File: src/rtl/cpu_prog_sequencer_if.sv
// cpu_prog_sequencer_if
//   Bundles the host load/start port and the cpu-facing outputs of the
//   program sequencer.
//   Parameter: ADDR_W - program store address width.
//   Host -> sequencer : load_en, load_addr, load_data, start
//   Sequencer -> host : busy, done, overflow, pc
//   Sequencer -> cpu  : cpu_reset, cpu_in
//
// Handshake: there is no valid/ready pair. load_en and start are single-cycle
// level requests sampled on the rising edge. The sequencer acts on them only
// while busy is low (IDLE/DONE) and silently drops them while busy is high,
// so a host must see busy==0 before relying on a request taking effect.
interface cpu_prog_sequencer_if #(
  parameter int ADDR_W = 4
);
  logic              load_en;
  logic [ADDR_W-1:0] load_addr;
  logic [7:0]        load_data;
  logic              start;
  logic              busy;
  logic              done;
  logic              overflow;
  logic [ADDR_W-1:0] pc;
  logic              cpu_reset;
  logic [7:0]        cpu_in;

  modport master (
    output load_en, load_addr, load_data, start,
    input  busy, done, overflow, pc, cpu_reset, cpu_in
  );

  modport slave (
    input  load_en, load_addr, load_data, start,
    output busy, done, overflow, pc, cpu_reset, cpu_in
  );
endinterface

File: src/rtl/cpu_prog_sequencer.sv
// cpu_prog_sequencer
//   Instruction sequencer for the 8-bit cpu. Holds a loadable program store
//   of 2**ADDR_W bytes. On start it pulses cpu_reset for one cycle and then
//   streams one byte per clock into the cpu: opcodes, operand bytes and
//   BUBBLE filler after two-cycle ops. A halt opcode (upper nibble F) or
//   running off the end of the store finishes the run.
//
// Ports
//   i_clk    - rising-edge clock
//   i_reset  - synchronous active-high reset (program store is kept)
//   s_if     - slave modport: load_en/load_addr/load_data/start in,
//              busy/done/overflow/pc/cpu_reset/cpu_in out (all registered)
//   o_state  - debug view of the FSM state encoding
//
// Build option
//   SEQ_LOOP_EN : when defined, halt restarts the program at pc=0 and the
//                 program counter wraps modulo the store depth; done and
//                 overflow are never set and only reset stops execution.
module cpu_prog_sequencer #(
  parameter int          ADDR_W = 4,
  parameter logic [7:0]  BUBBLE = 8'hF0
) (
  input  logic                  i_clk,
  input  logic                  i_reset,
  cpu_prog_sequencer_if.slave   s_if,
  output logic [2:0]            o_state
);

  localparam int DEPTH = 1 << ADDR_W;

  typedef enum logic [2:0] {
    S_IDLE = 3'd0,
    S_CLR  = 3'd1,
    S_OPC  = 3'd2,
    S_OPR  = 3'd3,
    S_BUB  = 3'd4,
    S_DONE = 3'd5
  } state_t;

  state_t            r_state;
  logic [7:0]        r_prog [DEPTH];
  // One extra bit above the address: set once the pc has stepped past the
  // last word, which is how a missing halt is detected.
  logic [ADDR_W:0]   r_pc;
  logic              r_busy;
  logic              r_done;
  logic              r_overflow;
  logic              r_cpu_reset;
  logic [7:0]        r_cpu_in;

  logic [ADDR_W-1:0] w_pc_lo;
  logic [ADDR_W-1:0] w_pc_lo_inc;
  logic [ADDR_W:0]   w_pc_inc;
  logic [7:0]        w_word;
  logic              w_past_end;

  assign w_pc_lo     = r_pc[ADDR_W-1:0];
  assign w_pc_lo_inc = w_pc_lo + ADDR_W'(1);
  assign w_word      = r_prog[w_pc_lo];
  assign w_past_end  = r_pc[ADDR_W];

`ifdef SEQ_LOOP_EN
  // Plain modulo-DEPTH counting: the past-end bit never gets set.
  assign w_pc_inc = {1'b0, w_pc_lo_inc};
`else
  assign w_pc_inc = r_pc + (ADDR_W+1)'(1);
`endif

  // Program store write port. Writes land on the same edge that samples a
  // start, so a word written together with start is fetched one edge later.
  always_ff @(posedge i_clk) begin
    if (s_if.load_en && !r_busy) begin
      r_prog[s_if.load_addr] <= s_if.load_data;
    end
  end

  always_ff @(posedge i_clk) begin
    if (i_reset) begin
      r_state     <= S_IDLE;
      r_pc        <= '0;
      r_busy      <= 1'b0;
      r_done      <= 1'b0;
      r_overflow  <= 1'b0;
      r_cpu_reset <= 1'b0;
      r_cpu_in    <= BUBBLE;
    end else begin
      r_cpu_reset <= 1'b0;
      case (r_state)
        S_IDLE, S_DONE: begin
          r_cpu_in <= BUBBLE;
          if (s_if.start) begin
            r_state     <= S_CLR;
            r_pc        <= '0;
            r_busy      <= 1'b1;
            r_done      <= 1'b0;
            r_overflow  <= 1'b0;
            r_cpu_reset <= 1'b1;
          end
        end

        // The cpu_reset cycle already performs the first fetch so prog[0]
        // reaches the cpu on the edge right after the reset pulse.
        S_CLR, S_OPC: begin
          if (w_past_end) begin
            r_cpu_in   <= BUBBLE;
            r_overflow <= 1'b1;
            r_done     <= 1'b1;
            r_busy     <= 1'b0;
            r_state    <= S_DONE;
          end else begin
            case (w_word[7:4])
              4'h6, 4'h7, 4'h8: begin
                r_cpu_in <= w_word;
                r_pc     <= w_pc_inc;
                r_state  <= S_OPR;
              end
              4'hA, 4'hC: begin
                r_cpu_in <= w_word;
                r_pc     <= w_pc_inc;
                r_state  <= S_BUB;
              end
              4'hF: begin
                r_cpu_in <= BUBBLE;
`ifdef SEQ_LOOP_EN
                r_pc     <= '0;
                r_state  <= S_OPC;
`else
                r_done   <= 1'b1;
                r_busy   <= 1'b0;
                r_state  <= S_DONE;
`endif
              end
              default: begin
                r_cpu_in <= w_word;
                r_pc     <= w_pc_inc;
                r_state  <= S_OPC;
              end
            endcase
          end
        end

        // Operand bytes are passed through verbatim, never decoded.
        S_OPR: begin
          if (w_past_end) begin
            r_cpu_in   <= BUBBLE;
            r_overflow <= 1'b1;
            r_done     <= 1'b1;
            r_busy     <= 1'b0;
            r_state    <= S_DONE;
          end else begin
            r_cpu_in <= w_word;
            r_pc     <= w_pc_inc;
            r_state  <= S_OPC;
          end
        end

        S_BUB: begin
          r_cpu_in <= BUBBLE;
          r_state  <= S_OPC;
        end

        default: begin
          r_cpu_in <= BUBBLE;
          r_busy   <= 1'b0;
          r_state  <= S_IDLE;
        end
      endcase
    end
  end

  assign s_if.busy      = r_busy;
  assign s_if.done      = r_done;
  assign s_if.overflow  = r_overflow;
  assign s_if.pc        = w_pc_lo;
  assign s_if.cpu_reset = r_cpu_reset;
  assign s_if.cpu_in    = r_cpu_in;
  assign o_state        = r_state;

endmodule
File: src/flat_wrapper.sv
// flat-port wrapper written by rule: the top's interface ports become plain ports
module cpu_prog_sequencer_flat 
#(
  parameter int          ADDR_W = 4,
  parameter logic [7:0]  BUBBLE = 8'hF0
)
  (i_clk, i_reset, o_state, s_if_load_en, s_if_load_addr, s_if_load_data, s_if_start, s_if_busy, s_if_done, s_if_overflow, s_if_pc, s_if_cpu_reset, s_if_cpu_in);
  cpu_prog_sequencer_if #(.ADDR_W(ADDR_W)) s_if_i ();
  input  logic i_clk;
  input  logic i_reset;
  output logic [2:0] o_state;
  input wire logic [$bits(s_if_i.load_en)-1:0] s_if_load_en;
  input wire logic [$bits(s_if_i.load_addr)-1:0] s_if_load_addr;
  input wire logic [$bits(s_if_i.load_data)-1:0] s_if_load_data;
  input wire logic [$bits(s_if_i.start)-1:0] s_if_start;
  output wire logic [$bits(s_if_i.busy)-1:0] s_if_busy;
  output wire logic [$bits(s_if_i.done)-1:0] s_if_done;
  output wire logic [$bits(s_if_i.overflow)-1:0] s_if_overflow;
  output wire logic [$bits(s_if_i.pc)-1:0] s_if_pc;
  output wire logic [$bits(s_if_i.cpu_reset)-1:0] s_if_cpu_reset;
  output wire logic [$bits(s_if_i.cpu_in)-1:0] s_if_cpu_in;
  assign s_if_i.load_en = s_if_load_en;
  assign s_if_i.load_addr = s_if_load_addr;
  assign s_if_i.load_data = s_if_load_data;
  assign s_if_i.start = s_if_start;
  assign s_if_busy = s_if_i.busy;
  assign s_if_done = s_if_i.done;
  assign s_if_overflow = s_if_i.overflow;
  assign s_if_pc = s_if_i.pc;
  assign s_if_cpu_reset = s_if_i.cpu_reset;
  assign s_if_cpu_in = s_if_i.cpu_in;
  cpu_prog_sequencer #(.ADDR_W(ADDR_W), .BUBBLE(BUBBLE)) u_core (.i_clk(i_clk), .i_reset(i_reset), .s_if(s_if_i), .o_state(o_state));
endmodule
File: config.mk
export PLATFORM = sky130hd
export DESIGN_NAME = cpu_prog_sequencer_flat
export DESIGN_NICKNAME = d
export VERILOG_FILES = /design/src/rtl/cpu_prog_sequencer_if.sv /design/src/rtl/cpu_prog_sequencer.sv /design/src/flat_wrapper.sv
export SDC_FILE = /design/constraint.sdc
export NUM_CORES = 1
export LEC_CHECK = 0
export BUFFER_PORTS_ARGS = -buffer_cell sky130_fd_sc_hd__buf_2
export CORE_MARGIN = 8
export CORE_UTILIZATION = 65
export DETAILED_ROUTE_END_ITERATION = 10
export GPL_TIMING_DRIVEN = 0
export PLACE_DENSITY = 0.87
export SKIP_LAST_GASP = 1
export SLEW_MARGIN = 10
export SYNTH_ARGS = -nofsm -noshare
export SYNTH_HDL_FRONTEND = slang
export SYNTH_SLANG_ARGS = --single-unit
File: constraint.sdc
create_clock -name i_clk -period 6.5 [get_ports i_clk]
set_input_delay 0.325 -clock i_clk [delete_from_list [all_inputs] [get_ports i_clk]]
set_output_delay 0.325 -clock i_clk [all_outputs]
set_load 0.005 [all_outputs]
==> summary.txt, run 1 <==
Global route
  • GRT Overall Usage: 0.228
  • First-pass GRT wire length: 21300 µm
  • Largest net degree at the start of global routing: 17
  • Overflow after GRT: 0
  • Vias in the first global route: 3651
  • Initial antenna violation count: 0

Timing
  • Sum Neg Setup Slack: 0 ns
  • Max-slew violation count: 0
  • # setup viols final: 0
  • Final min period: 2.83 ns
  • Final clock skew: 0.00711 ns
  • Worst Max-Slew Pin Slew: 1.07 ns
  • Slew margin rel.: 0.286
  • Final period util: 0.436
  • Max Clk Rate: 0.353 GHz
  • Final hold violation count: 0
  • Setup repair after global routing missed its margin: no

CTS
  • Hold buffer count at CTS: 0
  • CTS clock-pin slew for the worst setup and hold paths: 0.06 ns
  • Clock Root Buffer: clkbuf_8
  • Postcts setup bufs: 0
  • Clock Tree Buf Depth: 2
  • TritonCTS clock tree: yes
  • CTS Buf Count: 17
  • PostCTS Resize Cnt: 0
  • Clock Sinks: 152
  • Htree depth: 4
  • Clock latency on the worst-skew pair: 0.53 ns

Final layout
  • Multi-input combinational cell area: 0.00180 mm²
  • Layout cell share with drive strength beyond 1: 0.268
  • Storage element area: 0.00432 mm²
  • Area growth from synthesis to layout: 15.2%
  • Ant diodes: 0
  • Cell Count, Final, Fillers Out: 566
  • Final net count: 438
  • Filler cells: 549

Yosys
  • Post-synth ARST share: 0
  • Top_reg_cell synth: edfxtp_1
  • Synth Warn #: 0
  • Synth Area per Inst: 17.1 µm²
  • Post-Syn Area: 0.00626 mm²
  • Net Count, Synth: 384
  • Post-synth EDFFs: 128
  • Synthesized flop and latch total: 152
  • Netlist cell types: 58
  • Register area share after synthesis: 0.691
  • Syn Inst Count: 366

Detailed routing
  • Drt first pass iters: 5
  • ANT nets after route: 0
  • DR DRC count: 0
  • Initial drt markers: 389
  • Via-to-Cell Ratio: 6.52
  • DR vias: 3693
  • Drt wl/cell: 24.3 µm
  • Drt total wl: 13700 µm

Place
  • Placer congestion estimate: 0.887
  • Post-detail-place hpwl: 8570 µm
  • Inst Count DP: 534
  • Port Buf Inserts: 34

Setup path
  • Slowest CP cell: a221oi_1
  • CP max stage delay: 0.55 ns
  • Critical path class: register to register
  • Crit-path max FO: 10
  • Buf/Inv on CP: 2
  • CP Data Arrival Time: 3.25 ns
  • Kind of end point of the critical path: register
  • Req. time, crit path: 6.92 ns
  • CP delay by family, top: compound AO/OA/AOI/OAI gates
  • CP cell instances: buf_2 -> clkinv_1 -> a221oi_1 -> a22oi_1 -> a21oi_4 -> nand3_2 -> a211o_1 -> o2111a_1
  • Startpoint Class: register

Floorplan
  • Die ar.: 0.0130 mm²
  • Floorplan die width: 114 µm
  • # IOs: 35
  • Initial core utilization: 0.655
  • Core ar.: 0.00955 mm²
  • # rows: 36
  • Die Y: 114 µm

Flow run
  • Max-cap viol count: 0

Status
  • Outcome: finished clean

Pwr
  • Leakage power: 2.42 nW
  • VDD IR max: 0.000219 V
  • Cell Pwr Density: 395 mW/mm²
  • Design Power: 2.85 mW

Hold path
  • Hold crit path type: input pin to register
  • Worst hold path startpoint: s_if_start
## registers in the layout, summed over array words and instances, names as in the netlist, named ones only
| signal | cells |
|---|---|
| u_core.s_if.overflow | 1 |
| u_core.s_if.done | 1 |
| u_core.s_if.busy | 1 |
| u_core.r_pc | 5 |
| u_core.o_state | 3 |
| u_core.r_prog | 128 |
| u_core.s_if.cpu_reset | 1 |
| u_core.s_if.cpu_in | 8 |
## worst register-to-register path: stages, from the launching register on
cell and delay, ns:
dfxtp_1 0.32, buf_2 0.27, clkinv_1 0.35, a221oi_1 0.55, a22oi_1 0.27, a21oi_4 0.34
nand3_2 0.16, a211o_1 0.33, o2111a_1 0.13
## per-layer routing
layer,track usage,wire [µm],up-vias
met5,0,0,-
met4,0.126,544,0
met3,0.0617,1080,47
met2,0.358,6630,220
met1,0.284,5490,1841
li1,-,-,1585
## final cells by class
cell class,instances,area share
Buffer,18,0.0165
Clock buffer,18,0.0580
Clock inverter,14,0.0236
Inverter,9,0.00469
Multi-Input combinational cell,187,0.250
Sequential cell,152,0.600
Tap cell,133,0.0231
Timing Repair Buffer,35,0.0246
## worst paths after layout
kind / slack, ns / end / depth (start not counted)
worst max register to register: 3.67 / u_core.r_pc[4] / 8
worst min-delay path: 0.17 / u_core.s_if.cpu_reset / 3
worst max-delay path: 3.67 / u_core.r_pc[4] / 8
worst min register to register: 0.51 / u_core.s_if.overflow / 2
## Yosys cell counts, drive strengths merged (3+ instances only)
cell | count | area share
a31oi | 6 | 0.0060
nand2b | 5 | 0.0050
nor3 | 10 | 0.0080
a21oi | 9 | 0.0090
edfxtp | 128 | 0.61
buf | 11 | 0.015
a221oi | 5 | 0.0070
nand2 | 16 | 0.011
clkbuf | 7 | 0.0042
mux4 | 32 | 0.12
a41oi | 4 | 0.0086
nand3b | 3 | 0.0036
dfxtp | 24 | 0.077
nand3 | 10 | 0.0096
a22oi | 3 | 0.0044
nor2 | 24 | 0.014
nor2b | 8 | 0.0080
mux2i | 9 | 0.014
inv | 8 | 0.0048
o21ai | 10 | 0.0080
nand4b | 3 | 0.0066
## metrics by stage
stage	instance area, µm²	hold slack [ns]	setup slack, ns	util
floorplan	6260	0.424	4.25	-
global placement	6590	0.497	3.81	0.690
detailed placement	6620	0.492	3.75	0.693
CTS	7210	0.144	3.68	0.755
global route	7210	0.169	3.44	0.755
finish	7210	0.167	3.67	0.755
## cell families (layout without fill, tap and decap cells)
| logic type | Yosys count | count (layout) | synth area share |
|---|---|---|---|
| DFF | 152 | 152 | 0.691 |
| and+or+nand+nor | 90 | 90 | 0.0782 |
| adders and majority gates | 3 | 3 | 0.00560 |
| buffers and inverters | 27 | 94 | 0.0244 |
| xor gates and xnor gates | 1 | 1 | 0.00140 |
| AOI/OAI and AO/OA | 52 | 52 | 0.0642 |
| muxes | 41 | 41 | 0.135 |
## where the power goes
| group | internal [mW] | total (mW) | switching, mW |
|---|---|---|---|
| registers | 1.11 | 1.16 | 0.0458 |
| clock network | 0.587 | 0.972 | 0.386 |
| logic | 0.323 | 0.721 | 0.398 |
| total | 2.02 | 2.85 | 0.829 |
## placed cells by master (no fill, tap or decap), types with 3 or more instances in the layout
cell type     n
clkbuf_16    16
clkinv_2      3
nor2b_1       8
a21oi_1       8
a41oi_1       3
buf_4         5
edfxtp_1    128
mux2i_1       9
nand3b_1      3
bufinv_16     3
nand2b_1      5
clkinvlp_4    4
nand2_1      15
nor3_2        4
inv_6         4
mux4_1        9
o21ai_0       8
mux4_2       23
clkbuf_1      8
nand3_1       8
buf_2        38
dfxtp_1      24
a221oi_1      5
inv_1         8
nor2_1       24
a31oi_1       6
nor3_1        6
No activity file was read; power rests on OpenSTA's default activity.
==> run 2: changes to the inputs <==
Settings changed: CORE_UTILIZATION 65 to 54, PLACE_DENSITY 0.87 to 0.78.
Clock period 6.5 ns to 2.6 ns, I/O delays scaled along.
==> summary.txt, run 2 (synthesized netlist as in run 1, its figures left out) <==
Detailed routing
  • DR DRC count: 0 (unchanged)
  • Drt total wl: 14000 µm (was 13700 µm)
  • Drt wl/cell: 23.8 µm (was 24.3 µm)
  • ANT nets after route: 0 (unchanged)
  • DR vias: 3702 (was 3693)
  • Drt first pass iters: 5 (unchanged)
  • Initial drt markers: 436 (was 389)
  • Via-to-Cell Ratio: 6.31 (was 6.52)

Global route
  • Overflow after GRT: 0 (unchanged)
  • Initial antenna violation count: 0 (unchanged)
  • Vias in the first global route: 3625 (was 3651)
  • First-pass GRT wire length: 20800 µm (was 21300 µm)
  • Largest net degree at the start of global routing: 17 (unchanged)
  • GRT Overall Usage: 0.191 (was 0.228)

Final layout
  • Ant diodes: 0 (unchanged)
  • Most common cell after layout, fill and taps aside: edfxtp_1 (unchanged)
  • Biggest register: u_core.r_prog (unchanged)
  • Max reg flops: 128 (unchanged)
  • Filler cells: 748 (was 549)
  • Multi-input combinational cell area: 0.00185 mm² (was 0.00180 mm²)
  • Area growth from synthesis to layout: 18.3% (was 15.2%)
  • Layout cell share with drive strength beyond 1: 0.327 (was 0.268)
  • Most frequent cells in the layout: edfxtp_1, buf_2, nor2_1, mux4_2, dfxtp_1 (was edfxtp_1, buf_2, nor2_1, dfxtp_1, mux4_2)
  • Storage element area: 0.00433 mm² (was 0.00432 mm²)
  • Final net count: 449 (was 438)

Pwr
  • Cell Pwr Density: 995 mW/mm² (was 395 mW/mm²)
  • Design Power: 7.37 mW (was 2.85 mW)
  • Internal power: 5.14 mW (was 2.02 mW)
  • Leakage power: 2.51 nW (was 2.42 nW)
  • Comb pwr share: 0.286 (was 0.253)
  • Psw: 2.22 mW (was 0.829 mW)
  • VDD IR max: 0.000688 V (was 0.000219 V)
  • Sequential share of power: 0.393 (was 0.406)
  • Switching share of power: 0.302 (was 0.291)
  • Clock power share: 0.321 (was 0.341)

Timing
  • Setup repair after global routing missed its margin: yes (was no)
  • Max Clk Rate: 0.394 GHz (was 0.353 GHz)
  • Worst hold slack: 0.0831 ns (was 0.167 ns)
  • Worst Max-Slew Pin Slew: 1.03 ns (was 1.07 ns)
  • Final hold violation count: 0 (unchanged)
  • # setup viols final: 0 (unchanged)
  • Final min period: 2.54 ns (was 2.83 ns)
  • Final period util: 0.976 (was 0.436)
  • Slew margin rel.: 0.313 (was 0.286)
  • Sum Neg Setup Slack: 0 ns (unchanged)
  • Final clock skew: 0.00506 ns (was 0.00711 ns)
  • Max-slew violation count: 0 (unchanged)

Place
  • Port Buf Inserts: 34 (unchanged)
  • Post-detail-place hpwl: 8390 µm (was 8570 µm)
  • Placer congestion estimate: 0.882 (was 0.887)

Floorplan
  • Core ar.: 0.0114 mm² (was 0.00955 mm²)
  • # rows: 39 (was 36)
  • Die ar.: 0.0153 mm² (was 0.0130 mm²)
  • Floorplan die width: 124 µm (was 114 µm)
  • Initial core utilization: 0.550 (was 0.655)
  • Die Y: 124 µm (was 114 µm)
  • # IOs: 35 (unchanged)

CTS
  • Htree depth: 4 (unchanged)
  • CTS Buf Count: 17 (unchanged)
  • TritonCTS clock tree: yes (unchanged)
  • Clock Root Buffer: clkbuf_16 (was clkbuf_8)
  • Clock Tree Buf Depth: 2 (unchanged)
  • Clock Sinks: 152 (unchanged)
  • Clock latency on the worst-skew pair: 0.42 ns (was 0.53 ns)
  • CTS clock-pin slew for the worst setup and hold paths: 0.06 ns (about the same)

Setup path
  • Reg2Reg Depth: 11 (was 8)
  • Kind of end point of the critical path: register (unchanged)
  • CP max stage delay: 0.38 ns (was 0.55 ns)
  • Critical path class: register to register (unchanged)
  • CP delay by family, top: compound AO/OA/AOI/OAI gates (unchanged)
  • Reg-to-reg slack, setup: 0.06 ns (was 3.67 ns)
  • Crit-path max FO: 10 (unchanged)
  • Req. time, crit path: 2.91 ns (was 6.92 ns)
  • Startpoint Class: register (unchanged)
  • Slowest CP cell: dfxtp_4 (was a221oi_1)
  • RR Endpoint: u_core.o_state[1] (was u_core.r_pc[4])
  • Levels on crit path: 11 (was 8)
  • CP Data Arrival Time: 2.85 ns (was 3.25 ns)
  • CP cell instances: buf_12 -> buf_12 -> buf_6 -> mux2i_2 -> a221oi_2 -> a22oi_2 -> buf_4 -> o211ai_1 -> or2_1 -> a221oi_2 -> o21ai_1 (was buf_2 -> clkinv_1 -> a221oi_1 -> a22oi_1 -> a21oi_4 -> nand3_2 -> a211o_1 -> o2111a_1)
  • Buf/Inv on CP: 4 (was 2)

Hold path
  • WHS Endpoint: u_core.r_prog[2][0] (was u_core.s_if.cpu_reset)
  • Worst hold path startpoint: s_if_load_data[0] (was s_if_start)
  • Hold crit path type: input pin to register (unchanged)
  • Hold Crit Depth: 1 (was 3)

Status
  • Outcome: finished clean (unchanged)

Flow run
  • Max-cap viol count: 0 (unchanged)
run 2: changes by cell type in the layout (fill, tap and decap cells not counted), sizes merged:
cell      before  now
buf           46   55
inv           12   16
bufinv         3    1
clkinvlp       4    2
clkbuf        25   26
clkinv         4    5
run 2: repair_timing:
| action | in CTS | in global routing |
|---|---|---|
| pin swaps | 2 | 8 |
| hold buffers | 0 | 0 |
| cloned | 0 | 2 |
| endpoints found under the setup margin | 14 | 15 |
| setup buffers | 0 | 10 |
| gates resized for setup | 9 | 17 |
run 2: layer usage:
metal	global-route usage	share of wire	up-vias
met5	0	0	-
met4	0.0956	0.027	0
met3	0.0490	0.076	29
met2	0.306	0.50	219
met1	0.237	0.40	1844
li1	-	-	1610
run 2: cell type report:
class                      count  area share
inverter                       9     0.00473
sequential                   152       0.585
buffer                        18      0.0189
timing repair buffer          46      0.0399
clock buffer                  17      0.0575
multi-input combinational    187       0.251
clock inverter                15      0.0191
tap                          143      0.0242
run 2: metrics by stage:
step,instances,cell area [µm²],setup slack (ns),util
after global placement,543,6610,-0.131,0.581
after CTS,575,7220,0.0168,0.635
after global routing,587,7400,-0.0692,0.651
final,587,7400,0.0627,0.651
after detailed placement,543,6630,-0.113,0.583
after floorplan,366,6260,0.349,-
run 2: power by group through the flow:
stage / Clock, mW / Sequential [mW] / Combinational [mW]
floorplan: 0 / 2.91 / 1.32
global placement: 0 / 2.92 / 1.72
detailed placement: 0 / 2.93 / 1.75
CTS: 2.39 / 2.88 / 1.81
global route: 2.49 / 2.91 / 2.25
finish: 2.37 / 2.90 / 2.10
run 2: how the worst max path moves through the flow:
stage,from,slack (ns),endpoint
floorplan,register,0.35,u_core.s_if.cpu_in[0]
global placement,register,-0.13,u_core.s_if.cpu_in[0]
detailed placement,register,-0.11,register
CTS,register,0.02,register
global route,register,-0.07,register
finish,register,0.06,u_core.o_state[1]
run 2: worst register-to-register path, cell delays in order, from the launching register on:
cell and delay, ns:
dfxtp_4 0.38, buf_12 0.14, buf_12 0.13, buf_6 0.18
mux2i_2 0.27, a221oi_2 0.14, a22oi_2 0.30, buf_4 0.17
o211ai_1 0.11, or2_1 0.28, a221oi_2 0.22, o21ai_1 0.10
==> run 3: changes to the inputs <==
Settings changed: CORE_UTILIZATION 54 to 49, PLACE_DENSITY 0.78 to 0.72.
==> summary.txt, run 3 (synthesized netlist as in run 1, its figures left out) <==
Detailed routing
  • Via-to-Cell Ratio: 5.78 (was 6.31)
  • DR vias: 3544 (was 3702)
  • ANT nets after route: 0 (unchanged)
  • Initial drt markers: 387 (was 436)
  • Drt wl/cell: 21.0 µm (was 23.8 µm)
  • Drt first pass iters: 5 (unchanged)
  • DR DRC count: 0 (unchanged)
  • Drt total wl: 12900 µm (was 14000 µm)

Floorplan
  • Die Y: 129 µm (was 124 µm)
  • # rows: 41 (was 39)
  • # IOs: 35 (unchanged)
  • Core ar.: 0.0126 mm² (was 0.0114 mm²)
  • Floorplan die width: 129 µm (was 124 µm)
  • Die ar.: 0.0166 mm² (was 0.0153 mm²)
  • Initial core utilization: 0.498 (was 0.550)

Global route
  • First-pass GRT wire length: 20000 µm (was 20800 µm)
  • Overflow after GRT: 0 (unchanged)
  • Largest net degree at the start of global routing: 17 (unchanged)
  • Initial antenna violation count: 0 (unchanged)
  • GRT Overall Usage: 0.164 (was 0.191)
  • Vias in the first global route: 3476 (was 3625)

CTS
  • TritonCTS clock tree: yes (unchanged)
  • CTS Buf Count: 17 (unchanged)
  • Clock latency on the worst-skew pair: 0.42 ns (about the same)
  • Htree depth: 4 (unchanged)
  • CTS clock-pin slew for the worst setup and hold paths: 0.06 ns (about the same)
  • Clock Tree Buf Depth: 2 (unchanged)
  • Hold buffer count at CTS: 0 (unchanged)
  • Clock Sinks: 152 (unchanged)
  • Clock Root Buffer: clkbuf_16 (unchanged)

Timing
  • Final period util: 0.968 (was 0.976)
  • Worst Max-Slew Pin Slew: 1.03 ns (about the same)
  • Setup repair after global routing missed its margin: yes (unchanged)
  • Final hold violation count: 0 (unchanged)
  • # setup viols final: 0 (unchanged)
  • Max Clk Rate: 0.397 GHz (was 0.394 GHz)
  • Final clock skew: 0.00652 ns (was 0.00506 ns)
  • Worst hold slack: 0.0781 ns (was 0.0831 ns)
  • Fin worst setup slack: 0.0819 ns (was 0.0627 ns)
  • Final min period: 2.52 ns (was 2.54 ns)
  • Slew margin rel.: 0.313 (about the same)
  • Max-slew violation count: 0 (unchanged)

Final layout
  • Biggest register: u_core.r_prog (unchanged)
  • Layout cell share with drive strength beyond 1: 0.293 (was 0.327)
  • Ant diodes: 0 (unchanged)
  • Final design utilization: 0.583 (was 0.651)
  • Area growth from synthesis to layout: 17.2% (was 18.3%)
  • Most common cell after layout, fill and taps aside: edfxtp_1 (unchanged)
  • Most frequent cells in the layout: edfxtp_1, buf_2, nor2_1, mux4_2, dfxtp_1 (unchanged)
  • Final net count: 446 (was 449)
  • Fin area: 0.00733 mm² (was 0.00740 mm²)
  • Max reg flops: 128 (unchanged)
  • Filler cells: 937 (was 748)

Setup path
  • Startpoint Class: register (unchanged)
  • Crit-path max FO: 9 (was 10)
  • Buf/Inv on CP: 1 (was 4)
  • Req. time, crit path: 2.94 ns (was 2.91 ns)
  • Slowest CP cell: mux4_1 (was dfxtp_4)
  • CP max stage delay: 0.63 ns (was 0.38 ns)
  • Critical path class: register to register (unchanged)
  • CP cell instances: buf_8 -> mux4_1 -> a22oi_1 -> and3_2 -> a21oi_4 -> a41oi_4 -> nand4b_1 -> a31oi_2 (was buf_12 -> buf_12 -> buf_6 -> mux2i_2 -> a221oi_2 -> a22oi_2 -> buf_4 -> o211ai_1 -> or2_1 -> a221oi_2 -> o21ai_1)
  • CP Data Arrival Time: 2.85 ns (about the same)
  • CP delay by family, top: compound AO/OA/AOI/OAI gates (unchanged)
  • Kind of end point of the critical path: register (unchanged)

Place
  • Post-detail-place hpwl: 8400 µm (was 8390 µm)
  • Port Buf Inserts: 34 (unchanged)
  • Placer congestion estimate: 0.863 (was 0.882)
  • Worst slack at placement: -0.169 ns (was -0.113 ns)
  • Dpl cell area: 0.00667 mm² (was 0.00663 mm²)

Pwr
  • Cell Pwr Density: 970 mW/mm² (was 995 mW/mm²)
  • Design Power: 7.11 mW (was 7.37 mW)
  • VDD IR max: 0.000487 V (was 0.000688 V)
  • Leakage power: 2.47 nW (was 2.51 nW)

Hold path
  • Worst hold path startpoint: s_if_start (was s_if_load_data[0])
  • Hold crit path type: input pin to register (unchanged)

Status
  • Outcome: finished clean (unchanged)

Flow run
  • Max-cap viol count: 0 (unchanged)
## run 3: final cells by class
| class | instances | area [µm²] | area share |
|---|---|---|---|
| tap | 172 | 215 | 0.0294 |
| buffer | 18 | 139 | 0.0189 |
| inverter | 9 | 35.0 | 0.00478 |
| multi-input combinational | 187 | 1830 | 0.250 |
| timing repair buffer | 43 | 238 | 0.0324 |
| sequential | 152 | 4330 | 0.590 |
| clock inverter | 12 | 109 | 0.0148 |
| clock buffer | 20 | 437 | 0.0596 |
## run 3: layer usage
layer	GRT usage	up-vias	wire length, µm
li1	-	1599	-
met1	0.218	1800	5660
met2	0.251	125	6240
met3	0.0468	20	767
met4	0.0622	0	208
met5	0	-	0
## run 3: power breakdown
| group | leakage (nW) | total [mW] | switching, mW | internal [mW] |
|---|---|---|---|---|
| combinational | 0.848 | 1.93 | 1.01 | 0.928 |
| clock | 0.271 | 2.29 | 0.905 | 1.39 |
| sequential | 1.35 | 2.89 | 0.111 | 2.78 |
## run 3: what timing repair did
action                                  in CTS  in global routing
setup buffers                                0                  8
resized for setup                            7                 11
endpoints found under the hold margin        0                  0
endpoints found under the setup margin      15                 11
pin swaps                                    1                  5
## run 3: per-stage QoR
stage	std cells	TNS, ns
after floorplan	366	0
after global placement	572	-1.59
after detailed placement	573	-1.67
after CTS	605	0
after global routing	613	-0.102
final	613	0
## run 3: worst paths after layout
kind                           end  slack, ns  cells past startpoint
max reg2reg               register       0.08                      8
min          u_core.s_if.cpu_reset       0.08                      3
min reg2reg   u_core.s_if.overflow       0.51                      2
max                       register       0.08                      8
## run 3: tightest hold or removal path, stage by stage
cell and delay, ns:
buf_2 0.14, nand2b_1 0.12, nor3_1 0.06
